==> config.mk <==
export PLATFORM = sky130hd
export DESIGN_NAME = rf_writeback_arbiter_flat
export DESIGN_NICKNAME = d
export VERILOG_FILES = /design/src/rtl/rf_wb_pkg.sv /design/src/rtl/rf_writeback_arbiter_if.sv /design/src/rtl/rf_wb_fifo.sv /design/src/rtl/rf_writeback_arbiter.sv /design/src/flat_wrapper.sv
export SDC_FILE = /design/constraint.sdc
export NUM_CORES = 1
export LEC_CHECK = 0
export CORE_MARGIN = 2
export CORE_UTILIZATION = 40
export DETAILED_ROUTE_END_ITERATION = 8
export HOLD_SLACK_MARGIN = 0.05
export PLACE_DENSITY = 0.71
export SLEW_MARGIN = 20
export SYNTH_ARGS = -nofsm -noshare
export SYNTH_HDL_FRONTEND = slang
export SYNTH_SLANG_ARGS = --single-unit
==> constraint.sdc <==
create_clock -name clk -period 3.2 [get_ports clk]
set_input_delay 0.32 -clock clk [delete_from_list [all_inputs] [get_ports clk]]
set_output_delay 0.32 -clock clk [all_outputs]
set_load 0.01 [all_outputs]
==> src/rtl/rf_wb_pkg.sv <==
// Shared types for the register-file writeback arbiter: queued request layout,
// grant encoding and accelerator FIFO occupancy states.
package rf_wb_pkg;

    localparam int REG_ADDR_W = 5;
    localparam int NUM_REGS   = 32;
    localparam int WB_DATA_W  = 32;

    typedef struct packed {
        logic [REG_ADDR_W-1:0] rd;
        logic [WB_DATA_W-1:0]  data;
    } wb_req_t;

    typedef enum logic [1:0] {
        GNT_NONE,
        GNT_CORE,
        GNT_ACC
    } wb_gnt_e;

    typedef enum logic [1:0] {
        FIFO_EMPTY,
        FIFO_PARTIAL,
        FIFO_FULL
    } fifo_state_e;

endpackage

==> src/rtl/rf_writeback_arbiter_if.sv <==
// Bundle of core writeback, accelerator result, register-file write and
// issue-tracking signals, plus debug visibility of grant and FIFO state.
interface rf_writeback_arbiter_if
    import rf_wb_pkg::*;
#(
    parameter int DATA_W = 32
);
    // Accelerator results use valid/ready: an entry transfers on any rising edge where
    // acc_valid and acc_ready are both high; core writebacks are not flow-controlled and
    // are simply re-presented on the cycle after core_wb_hold is seen high.
    logic                  core_wb_valid;
    logic [REG_ADDR_W-1:0] core_wb_rd;
    logic [DATA_W-1:0]     core_wb_data;
    logic                  core_wb_hold;
    logic                  acc_valid;
    logic                  acc_ready;
    logic [REG_ADDR_W-1:0] acc_rd;
    logic [DATA_W-1:0]     acc_data;
    logic                  rf_write_en;
    logic [REG_ADDR_W-1:0] rf_rd;
    logic [DATA_W-1:0]     rf_data;
    logic [NUM_REGS-1:0]   pending_mask;
    logic                  issue_valid;
    logic [REG_ADDR_W-1:0] issue_rd;
    wb_gnt_e               dbg_gnt;
    fifo_state_e           dbg_fifo_state;
    logic [7:0]            dbg_fifo_count;

    modport master (
        output core_wb_valid, core_wb_rd, core_wb_data,
        output acc_valid, acc_rd, acc_data,
        output issue_valid, issue_rd,
        input  core_wb_hold, acc_ready,
        input  rf_write_en, rf_rd, rf_data, pending_mask,
        input  dbg_gnt, dbg_fifo_state, dbg_fifo_count
    );

    modport slave (
        input  core_wb_valid, core_wb_rd, core_wb_data,
        input  acc_valid, acc_rd, acc_data,
        input  issue_valid, issue_rd,
        output core_wb_hold, acc_ready,
        output rf_write_en, rf_rd, rf_data, pending_mask,
        output dbg_gnt, dbg_fifo_state, dbg_fifo_count
    );

endinterface

==> src/rtl/rf_wb_fifo.sv <==
// Synchronous FIFO of queued accelerator writebacks; the head is read
// combinationally and push with pop is accepted even when full.
module rf_wb_fifo
    import rf_wb_pkg::*;
#(
    parameter int DEPTH = 4,
    parameter int CNT_W = $clog2(DEPTH) + 1
) (
    input  logic             clk,
    input  logic             reset,
    input  logic             push_i,
    input  wb_req_t          push_data_i,
    input  logic             pop_i,
    output wb_req_t          head_o,
    output logic             full_o,
    output logic             empty_o,
    output logic [CNT_W-1:0] count_o,
    output fifo_state_e      state_o
);
    localparam int PTR_W = $clog2(DEPTH);

    wb_req_t          mem_q [DEPTH];
    logic [PTR_W-1:0] wr_ptr_q, rd_ptr_q;
    logic [CNT_W-1:0] count_q;
    logic             do_push, do_pop;

    assign full_o  = (count_q == CNT_W'(DEPTH));
    assign empty_o = (count_q == '0);
    assign do_pop  = pop_i && !empty_o;
    assign do_push = push_i && (!full_o || do_pop);
    assign head_o  = mem_q[rd_ptr_q];
    assign count_o = count_q;

    always_comb begin
        state_o = FIFO_PARTIAL;
        if (empty_o) state_o = FIFO_EMPTY;
        else if (full_o) state_o = FIFO_FULL;
    end

    // Pointers wrap naturally because DEPTH is a power of two.
    always_ff @(posedge clk or negedge reset) begin
        if (!reset) begin
            wr_ptr_q <= '0;
            rd_ptr_q <= '0;
            count_q  <= '0;
        end else begin
            if (do_push) wr_ptr_q <= wr_ptr_q + PTR_W'(1);
            if (do_pop)  rd_ptr_q <= rd_ptr_q + PTR_W'(1);
            if (do_push && !do_pop)      count_q <= count_q + CNT_W'(1);
            else if (do_pop && !do_push) count_q <= count_q - CNT_W'(1);
        end
    end

    always_ff @(posedge clk) begin
        if (do_push) mem_q[wr_ptr_q] <= push_data_i;
    end

endmodule

==> src/rtl/rf_writeback_arbiter.sv <==
// Sole writer of the register file: core writebacks win, queued accelerator results
// drain on idle cycles or when starved. Optional pending-register tracking: WB_SCOREBOARD_EN.
module rf_writeback_arbiter
    import rf_wb_pkg::*;
#(
    parameter int DATA_W       = WB_DATA_W,
    parameter int FIFO_DEPTH   = 4,
    parameter int STARVE_LIMIT = 8
) (
    input  logic                   clk,
    input  logic                   reset,
    rf_writeback_arbiter_if.slave  bus
);
    localparam int CNT_W    = $clog2(FIFO_DEPTH) + 1;
    localparam int STARVE_W = $clog2(STARVE_LIMIT + 1);

    wb_gnt_e               gnt;
    wb_req_t               acc_req, fifo_head;
    logic                  fifo_full, fifo_empty, acc_ready_w;
    logic [CNT_W-1:0]      fifo_count;
    fifo_state_e           fifo_state;
    logic                  we_q, we_d, hold_q, hold_d;
    logic [REG_ADDR_W-1:0] rd_q, rd_d;
    logic [DATA_W-1:0]     data_q, data_d;
    logic [STARVE_W-1:0]   starve_q, starve_d;

    assign acc_req     = {bus.acc_rd, bus.acc_data};
    assign acc_ready_w = reset && !fifo_full;

    rf_wb_fifo #(.DEPTH(FIFO_DEPTH)) u_fifo (
        .clk         (clk),
        .reset       (reset),
        .push_i      (bus.acc_valid && acc_ready_w),
        .push_data_i (acc_req),
        .pop_i       (gnt == GNT_ACC),
        .head_o      (fifo_head),
        .full_o      (fifo_full),
        .empty_o     (fifo_empty),
        .count_o     (fifo_count),
        .state_o     (fifo_state)
    );

    // A core request to x0 never wins, so an idle FIFO head can use that slot.
    always_comb begin
        gnt = GNT_NONE;
        if (hold_q) begin
            if (!fifo_empty) gnt = GNT_ACC;
        end else if (bus.core_wb_valid && bus.core_wb_rd != '0) begin
            gnt = GNT_CORE;
        end else if (!fifo_empty) begin
            gnt = GNT_ACC;
        end
    end

    always_comb begin
        we_d     = 1'b0;
        rd_d     = '0;
        data_d   = '0;
        starve_d = '0;
        hold_d   = 1'b0;
        case (gnt)
            GNT_CORE: begin
                we_d   = 1'b1;
                rd_d   = bus.core_wb_rd;
                data_d = bus.core_wb_data;
            end
            GNT_ACC: begin
                we_d   = (fifo_head.rd != '0);
                rd_d   = fifo_head.rd;
                data_d = fifo_head.data;
            end
            default: begin
                if (bus.core_wb_valid && !hold_q) begin
                    rd_d   = bus.core_wb_rd;
                    data_d = bus.core_wb_data;
                end
            end
        endcase
        // Reaching the limit forces exactly one drain cycle on the next clock.
        if (gnt == GNT_CORE && !fifo_empty) begin
            if (starve_q == STARVE_W'(STARVE_LIMIT - 1)) hold_d = 1'b1;
            else starve_d = starve_q + STARVE_W'(1);
        end
    end

    always_ff @(posedge clk or negedge reset) begin
        if (!reset) begin
            we_q     <= 1'b0;
            rd_q     <= '0;
            data_q   <= '0;
            starve_q <= '0;
            hold_q   <= 1'b0;
        end else begin
            we_q     <= we_d;
            rd_q     <= rd_d;
            data_q   <= data_d;
            starve_q <= starve_d;
            hold_q   <= hold_d;
        end
    end

    assign bus.rf_write_en    = we_q;
    assign bus.rf_rd          = rd_q;
    assign bus.rf_data        = data_q;
    assign bus.core_wb_hold   = hold_q;
    assign bus.acc_ready      = acc_ready_w;
    assign bus.dbg_gnt        = gnt;
    assign bus.dbg_fifo_state = fifo_state;
    assign bus.dbg_fifo_count = 8'(fifo_count);

`ifdef WB_SCOREBOARD_EN
    logic [NUM_REGS-1:0] pend_q, pend_d;

    // A new issue to the same register as a retiring entry keeps the bit set.
    always_comb begin
        pend_d = pend_q;
        if (gnt == GNT_ACC) pend_d[fifo_head.rd] = 1'b0;
        if (bus.issue_valid && bus.issue_rd != '0) pend_d[bus.issue_rd] = 1'b1;
        pend_d[0] = 1'b0;
    end

    always_ff @(posedge clk or negedge reset) begin
        if (!reset) pend_q <= '0;
        else        pend_q <= pend_d;
    end

    assign bus.pending_mask = pend_q;
`else
    logic unused_issue;
    assign unused_issue     = ^{bus.issue_valid, bus.issue_rd};
    assign bus.pending_mask = '0;
`endif

endmodule

==> src/flat_wrapper.sv <==
// flat-port wrapper written by rule: the top's interface ports become plain ports
module rf_writeback_arbiter_flat import rf_wb_pkg::*;
#(
    parameter int DATA_W       = WB_DATA_W,
    parameter int FIFO_DEPTH   = 4,
    parameter int STARVE_LIMIT = 8
)
  (clk, reset, bus_core_wb_valid, bus_core_wb_rd, bus_core_wb_data, bus_acc_valid, bus_acc_rd, bus_acc_data, bus_issue_valid, bus_issue_rd, bus_core_wb_hold, bus_acc_ready, bus_rf_write_en, bus_rf_rd, bus_rf_data, bus_pending_mask, bus_dbg_gnt, bus_dbg_fifo_state, bus_dbg_fifo_count);
  rf_writeback_arbiter_if #(.DATA_W(DATA_W)) bus_i ();
  input  logic clk;
  input  logic reset;
  input wire logic [$bits(bus_i.core_wb_valid)-1:0] bus_core_wb_valid;
  input wire logic [$bits(bus_i.core_wb_rd)-1:0] bus_core_wb_rd;
  input wire logic [$bits(bus_i.core_wb_data)-1:0] bus_core_wb_data;
  input wire logic [$bits(bus_i.acc_valid)-1:0] bus_acc_valid;
  input wire logic [$bits(bus_i.acc_rd)-1:0] bus_acc_rd;
  input wire logic [$bits(bus_i.acc_data)-1:0] bus_acc_data;
  input wire logic [$bits(bus_i.issue_valid)-1:0] bus_issue_valid;
  input wire logic [$bits(bus_i.issue_rd)-1:0] bus_issue_rd;
  output wire logic [$bits(bus_i.core_wb_hold)-1:0] bus_core_wb_hold;
  output wire logic [$bits(bus_i.acc_ready)-1:0] bus_acc_ready;
  output wire logic [$bits(bus_i.rf_write_en)-1:0] bus_rf_write_en;
  output wire logic [$bits(bus_i.rf_rd)-1:0] bus_rf_rd;
  output wire logic [$bits(bus_i.rf_data)-1:0] bus_rf_data;
  output wire logic [$bits(bus_i.pending_mask)-1:0] bus_pending_mask;
  output wire logic [$bits(bus_i.dbg_gnt)-1:0] bus_dbg_gnt;
  output wire logic [$bits(bus_i.dbg_fifo_state)-1:0] bus_dbg_fifo_state;
  output wire logic [$bits(bus_i.dbg_fifo_count)-1:0] bus_dbg_fifo_count;
  assign bus_i.core_wb_valid = bus_core_wb_valid;
  assign bus_i.core_wb_rd = bus_core_wb_rd;
  assign bus_i.core_wb_data = bus_core_wb_data;
  assign bus_i.acc_valid = bus_acc_valid;
  assign bus_i.acc_rd = bus_acc_rd;
  assign bus_i.acc_data = bus_acc_data;
  assign bus_i.issue_valid = bus_issue_valid;
  assign bus_i.issue_rd = bus_issue_rd;
  assign bus_core_wb_hold = bus_i.core_wb_hold;
  assign bus_acc_ready = bus_i.acc_ready;
  assign bus_rf_write_en = bus_i.rf_write_en;
  assign bus_rf_rd = bus_i.rf_rd;
  assign bus_rf_data = bus_i.rf_data;
  assign bus_pending_mask = bus_i.pending_mask;
  assign bus_dbg_gnt = bus_i.dbg_gnt;
  assign bus_dbg_fifo_state = bus_i.dbg_fifo_state;
  assign bus_dbg_fifo_count = bus_i.dbg_fifo_count;
  rf_writeback_arbiter #(.DATA_W(DATA_W), .FIFO_DEPTH(FIFO_DEPTH), .STARVE_LIMIT(STARVE_LIMIT)) u_core (.clk(clk), .reset(reset), .bus(bus_i));
endmodule
# Word level (Yosys, flattened, before mapping)
# Memories as Yosys holds them, arrays and structs flattened.
# Index checks and enable logic that the tools add are counted.
# W data, S select, Z words.
# totals
ff_bits,50
latchBits,0
ramBits,148
rom_bits,0
inputBits,84
n_memories,1
# mem_list
name,depth,width,read_ports,rd_clocked_by_memory_dff,write_ports,line,text
u_core.u_fifo.mem_q,4,37,1,0,1,rf_wb_fifo.sv:22,wb_req_t mem_q [DEPTH];
# op_classes
addsub,5
multipliers,0
div,0
order_cmp,0
eq_ne,4
shift,0
n_mux,18
bitwise,0
reduce_logical,19
# ops
op,n
$pmux W32 S2,1
$mux W32,1
$mux W2,5
$pmux W5 S2,1
$reduce_bool A5 Y1,2
$logic_and A1 B1 Y1,9
$mux W4,2
$mux W3,2
$logic_not A1 Y1,5
$mux W5,1
$add A2 B1 Y2 const B,2
$add A4 B1 Y4 const B,1
$eq A4 B3 Y1 const B,1
$mux W1,4
$add A3 B1 Y3 const B,1
$eq A3 B3 Y1 const B,1
$logic_not A3 Y1,1
$sub A3 B1 Y3 const B,1
$eq A2 B1 Y1 const B,1
$eq A2 B2 Y1 const B,1
$pmux W1 S2,1
$reduce_bool A2 Y1,1
$logic_or A1 B1 Y1,1

# Longest topological paths before layout
# depth
depth_word,12
mapped_depth,12

# Hierarchy
# A second synthesis with hierarchy kept.
# unflattened
hier_cells,439
hier_area_um2,8109.0
# by_module_without_submodules
module,n_inst,cells_per_inst,area_each_um2,seq_area_each_um2
rf_wb_fifo,1,230,5765.5,4619.4
rf_writeback_arbiter,1,209,2343.5,1076.0

# Worst setup path before layout
# No wires, ideal clock.
# synth_timing
path_kind,flip-flop to flip-flop
start,reg u_core.u_fifo.count_q[1] (netlist: u_core.u_fifo.count_o[1])
end,reg u_core.u_fifo.count_q[2] (netlist: u_core.u_fifo.count_o[2])
setup_ps,79
arrival_time_ps,2365
path_slack_ps,756
path_stages_with_launch,12
path_buffers,2
synth_period_minus_slack_ps,2444
path_cell_list,dfrtp_1 or3_1 and2_1 clkbuf_1 buf_2 inv_2 ha_1 inv_1 fa_1 xor2_1 nor2_1 xor2_1
# synth_between
elab_chain_len,11
# synth_rtl
element,line,text
from (decl),rf_wb_fifo.sv:24,logic [CNT_W-1:0] count_q;
from (signal assigned),rf_wb_fifo.sv:49,if (do_push && !do_pop) count_q <= count_q + CNT_W'(1);
from (signal assigned),rf_wb_fifo.sv:50,else if (do_pop && !do_push) count_q <= count_q - CNT_W'(1);
$logic_not A3 Y1 *,rf_wb_fifo.sv:28,assign empty_o = (count_q == '0);
$mux W2 *,"rf_writeback_arbiter.sv:47, rf_writeback_arbiter.sv:50",
$mux W2,rf_writeback_arbiter.sv:48,end else if (bus.core_wb_valid && bus.core_wb_rd != '0) begin
$mux W2 *,rf_writeback_arbiter.sv:46,if (hold_q) begin
named net bus_dbg_gnt[1],flat_wrapper.sv:26,output wire logic [$bits(bus_i.dbg_gnt)-1:0] bus_dbg_gnt;
$eq A2 B2 Y1 *,rf_writeback_arbiter.sv:35,".pop_i (gnt == GNT_ACC),"
$logic_and A1 B1 Y1 *,rf_wb_fifo.sv:29,assign do_pop = pop_i && !empty_o;
$logic_or A1 B1 Y1,rf_wb_fifo.sv:30,assign do_push = push_i && (!full_o || do_pop);
$logic_and A1 B1 Y1,rf_wb_fifo.sv:30,
$logic_not A1 Y1,rf_wb_fifo.sv:50,
$logic_and A1 B1 Y1,rf_wb_fifo.sv:50,
$reduce_bool A2 Y1 (no source line),--,
# The timed path passes the listed nets; every way through them passes the cells marked *. The select of a mux whose other input is x is not followed.
# A chain may end at the register's enable or synchronous reset.

# Worst setup path in the final report
# layout_timing
start,in bus_core_wb_rd[0]
end,out bus_dbg_gnt[1]
# layout_between
elab_chain_len,4
# layout_rtl
element,line,text
from (decl),flat_wrapper.sv:13,input wire logic [$bits(bus_i.core_wb_rd)-1:0] bus_core_wb_rd;
$reduce_bool A5 Y1,rf_writeback_arbiter.sv:48,
$logic_and A1 B1 Y1,rf_writeback_arbiter.sv:48,
$mux W2,rf_writeback_arbiter.sv:48,
$mux W2,rf_writeback_arbiter.sv:46,
to (decl),flat_wrapper.sv:26,
# No other way between the ends.

==> flow_summary.ini <==
[outcome]
outcome = finished clean

[floorplan]
num_rows = 50
die_y_microns = 142
dieArea_sq_mm = 0.0202
ioPinCount = 168
die_x_microns = 142
coreArea_sq_mm = 0.0187
initial_utilization_pct = 40.7

[critical_path]
startpoint = bus_core_wb_rd[0]
reg2reg_depth = 9
r2r_end = u_core.u_fifo.count_o[2]
worstSetupEndpointType = output pin
cp-start-kind = input pin
cp.arrival_ns = 2.48
crit_fanout = 18
path_class = input pin to output pin
crit_required_ns = 2.88
r2r-start = u_core.u_fifo.count_o[1]
rrSetupSlack_ns = 0.78

[timing]
timing.fmax_mhz = 357
finalCriticalPeriod_ns = 2.80
finalSetupViolations = 0
finalHoldViolCount = 0
fin_worst_skew_ns = 0.0118
rsz0062_at_grt = false
period_share_pct = 87.5
tns_ns = 0
worstMarginPinSlew_ns = 0.799
slew_headroom_pct = 46.8
drv_slew = 0

[clock_tree]
post_cts_resized = 0
hold_buffers = 0
cts.sink_count = 198
clk_latency_ns = 0.42
cts_inserted_buffers = 17
postCtsSetupBuffers = 0
h-tree-depth = 4
cts_tree = built
clk_path_buf_depth = 2
cts_root_buffer = clkbuf_16
clk_pin_slew_ns = 0.07

[power_and_ir_drop]
total_power_w = 0.00745
p_leak_nw = 3.50
powerDensity_mw_per_mm2 = 773
max-vdd-ir-drop_mv = 0.400

[yosys]
yosys_warnings = 0
ys_types = 33
yosysTopAreaCell = edfxtp_1
async_flop_share_pct = 25.3
yosysTopAreaCellShare_pct = 58.4
synth_area_leaders = edfxtp_1, dfrtp_1, mux4_2, a22o_1, buf_4
synth-seq-area-share_pct = 74.8
synth_cells = 380
synth_edf_count = 148
synth_flop_cell = edfxtp_1
ys_ff_latch = 198
synth_area_sq_mm = 0.00761
avgSynthCellArea_sq_um = 20.0

[routing]
dr.pass1.iters = 4
wl_per_cell_microns = 19.8
met1_length_microns = 6220
via_count = 3907
dr_wl_met3_microns = 1070
dr_wl_met2_microns = 7730
via_per_inst = 5.11
wirelength_microns = 15200
antenna_left = 0
first_iter_violations = 212
highest_layer = met4
drcViolationCount = 0

[cells_and_area]
drive_gt1_share_pct = 15.3
final_net_count = 608
area_growth_pct = 26.7
finalInstanceArea_sq_mm = 0.00965
fin_util_pct = 51.6
stdcell_count = 765

[placed_design]
gp_congestion = 0.687
dp_hpwl_microns = 9790
portBuffers = 124
place_area_sq_mm = 0.00909
dp_cells = 732

[global_route]
grt_pass1_vias = 4132
grt_antenna_before_repair = 1
grt.overflow.total = 0
grt_max_degree = 51
grt_pass1_wl_microns = 23300
grt_use_total_pct = 15.8

[job]
drv_cap = 0

[worst_hold_path]
hold_path_class = input pin to async pin
## synth_stat cells, types with 2 or more instances
| cell | instances |
|---|---|
| edfxtp_1 | 148 |
| dfrtp_1 | 50 |
| a22o_1 | 37 |
| buf_4 | 37 |
| mux4_2 | 29 |
| clkbuf_1 | 8 |
| mux4_1 | 8 |
| buf_2 | 7 |
| ha_1 | 6 |
| nor2_1 | 6 |
| and3_1 | 5 |
| inv_1 | 4 |
| nor3_1 | 4 |
| xnor2_1 | 4 |
| and2_1 | 3 |
| nand2_1 | 3 |
| xor2_1 | 3 |
| inv_2 | 2 |
| nand3_1 | 2 |
## layer usage
layer  GRT usage [%]  up-vias
li1                -     1711
met1            19.7     2019
met2            26.5      163
met3            4.51       14
met4            5.79        0
met5               0        -
## critical path, cell delays in order
cell	delay, ns
clkdlybuf4s50_1	0.43
nor3_1	0.43
a21o_1	0.26
and2_2	0.20
buf_4	0.25
clkdlybuf4s50_1	0.58
## power breakdown
group          leakage (nW)  switching [W]  internal [W]
Clock                 0.271       0.000937       0.00109
Combinational          1.28       0.000888       0.00112
Sequential             1.95       0.000223       0.00320
Total                  3.50        0.00205       0.00540
## stage by stage
stage	setup WS, ns	hold slack [ns]
2_1_floorplan	0.756	0.0244
3_3_place_gp	0.458	0.450
3_5_place_dp	0.391	0.475
4_1_cts	0.381	0.168
5_1_grt	0.271	0.195
6_report	0.401	0.130
## flip-flops by register name, indices dropped and copies added, names as in the netlist
| signal | flops |
|---|---|
| u_core.u_fifo.mem_q | 148 |
| u_core.bus.rf_data | 32 |
| u_core.bus.rf_rd | 5 |
| u_core.starve_q | 4 |
| u_core.u_fifo.count_o | 3 |
| u_core.u_fifo.rd_ptr_q | 2 |
| u_core.u_fifo.wr_ptr_q | 2 |
| u_core.bus.core_wb_hold | 1 |
| u_core.bus.rf_write_en | 1 |
## how the worst max path moves through the flow
| stage | to | slack [ns] |
|---|---|---|
| 2_1_floorplan | u_core.u_fifo.count_o[2] | 0.76 |
| 3_3_place_gp | bus_dbg_gnt[1] | 0.46 |
| 3_5_place_dp | bus_dbg_gnt[1] | 0.39 |
| 4_1_cts | bus_dbg_gnt[1] | 0.38 |
| 5_1_grt | bus_dbg_gnt[1] | 0.27 |
| 6_report | bus_dbg_gnt[1] | 0.40 |
## area by class of cell
class                   instances  area (sq um)
clock buffers                  19           433
multi-input cells             159          1700
well taps                     234           293
clock inverters                13           124
inverters                       6          22.5
repair buffers                135          1380
fillers                      1507          9060
diodes                          1          2.50
flip-flops and latches        198          5700
## logic make-up (layout without fill, tap and decap cells)
kind of cell,count (synthesis),count (layout),share of synthesized area [%]
XOR/XNOR,7,7,0.805
adder cells (fa/ha/maj),7,7,1.25
AND/OR/NAND/NOR,27,27,1.84
multiplexers,39,39,11.6
AO/OA/AOI/OAI,42,42,4.67
flip-flops,198,198,74.8
other,1,38,0.0493
buffers and inverters,59,173,4.95
## cells in the final DEF (no fill, tap or decap), drive strengths merged, types with 5 or more instances in the layout
| master | netlist | layout |
|---|---|---|
| edfxtp | 148 | 148 |
| clkdlybuf4s50 | 0 | 123 |
| dfrtp | 50 | 50 |
| a22o | 37 | 37 |
| conb | 1 | 37 |
| mux4 | 37 | 37 |
| clkbuf | 8 | 19 |
| buf | 45 | 12 |
| inv | 6 | 11 |
| nor2 | 6 | 6 |
| ha | 6 | 6 |
| and3 | 5 | 5 |
| clkinv | 0 | 5 |
No activity file was read; power rests on OpenSTA's default activity.
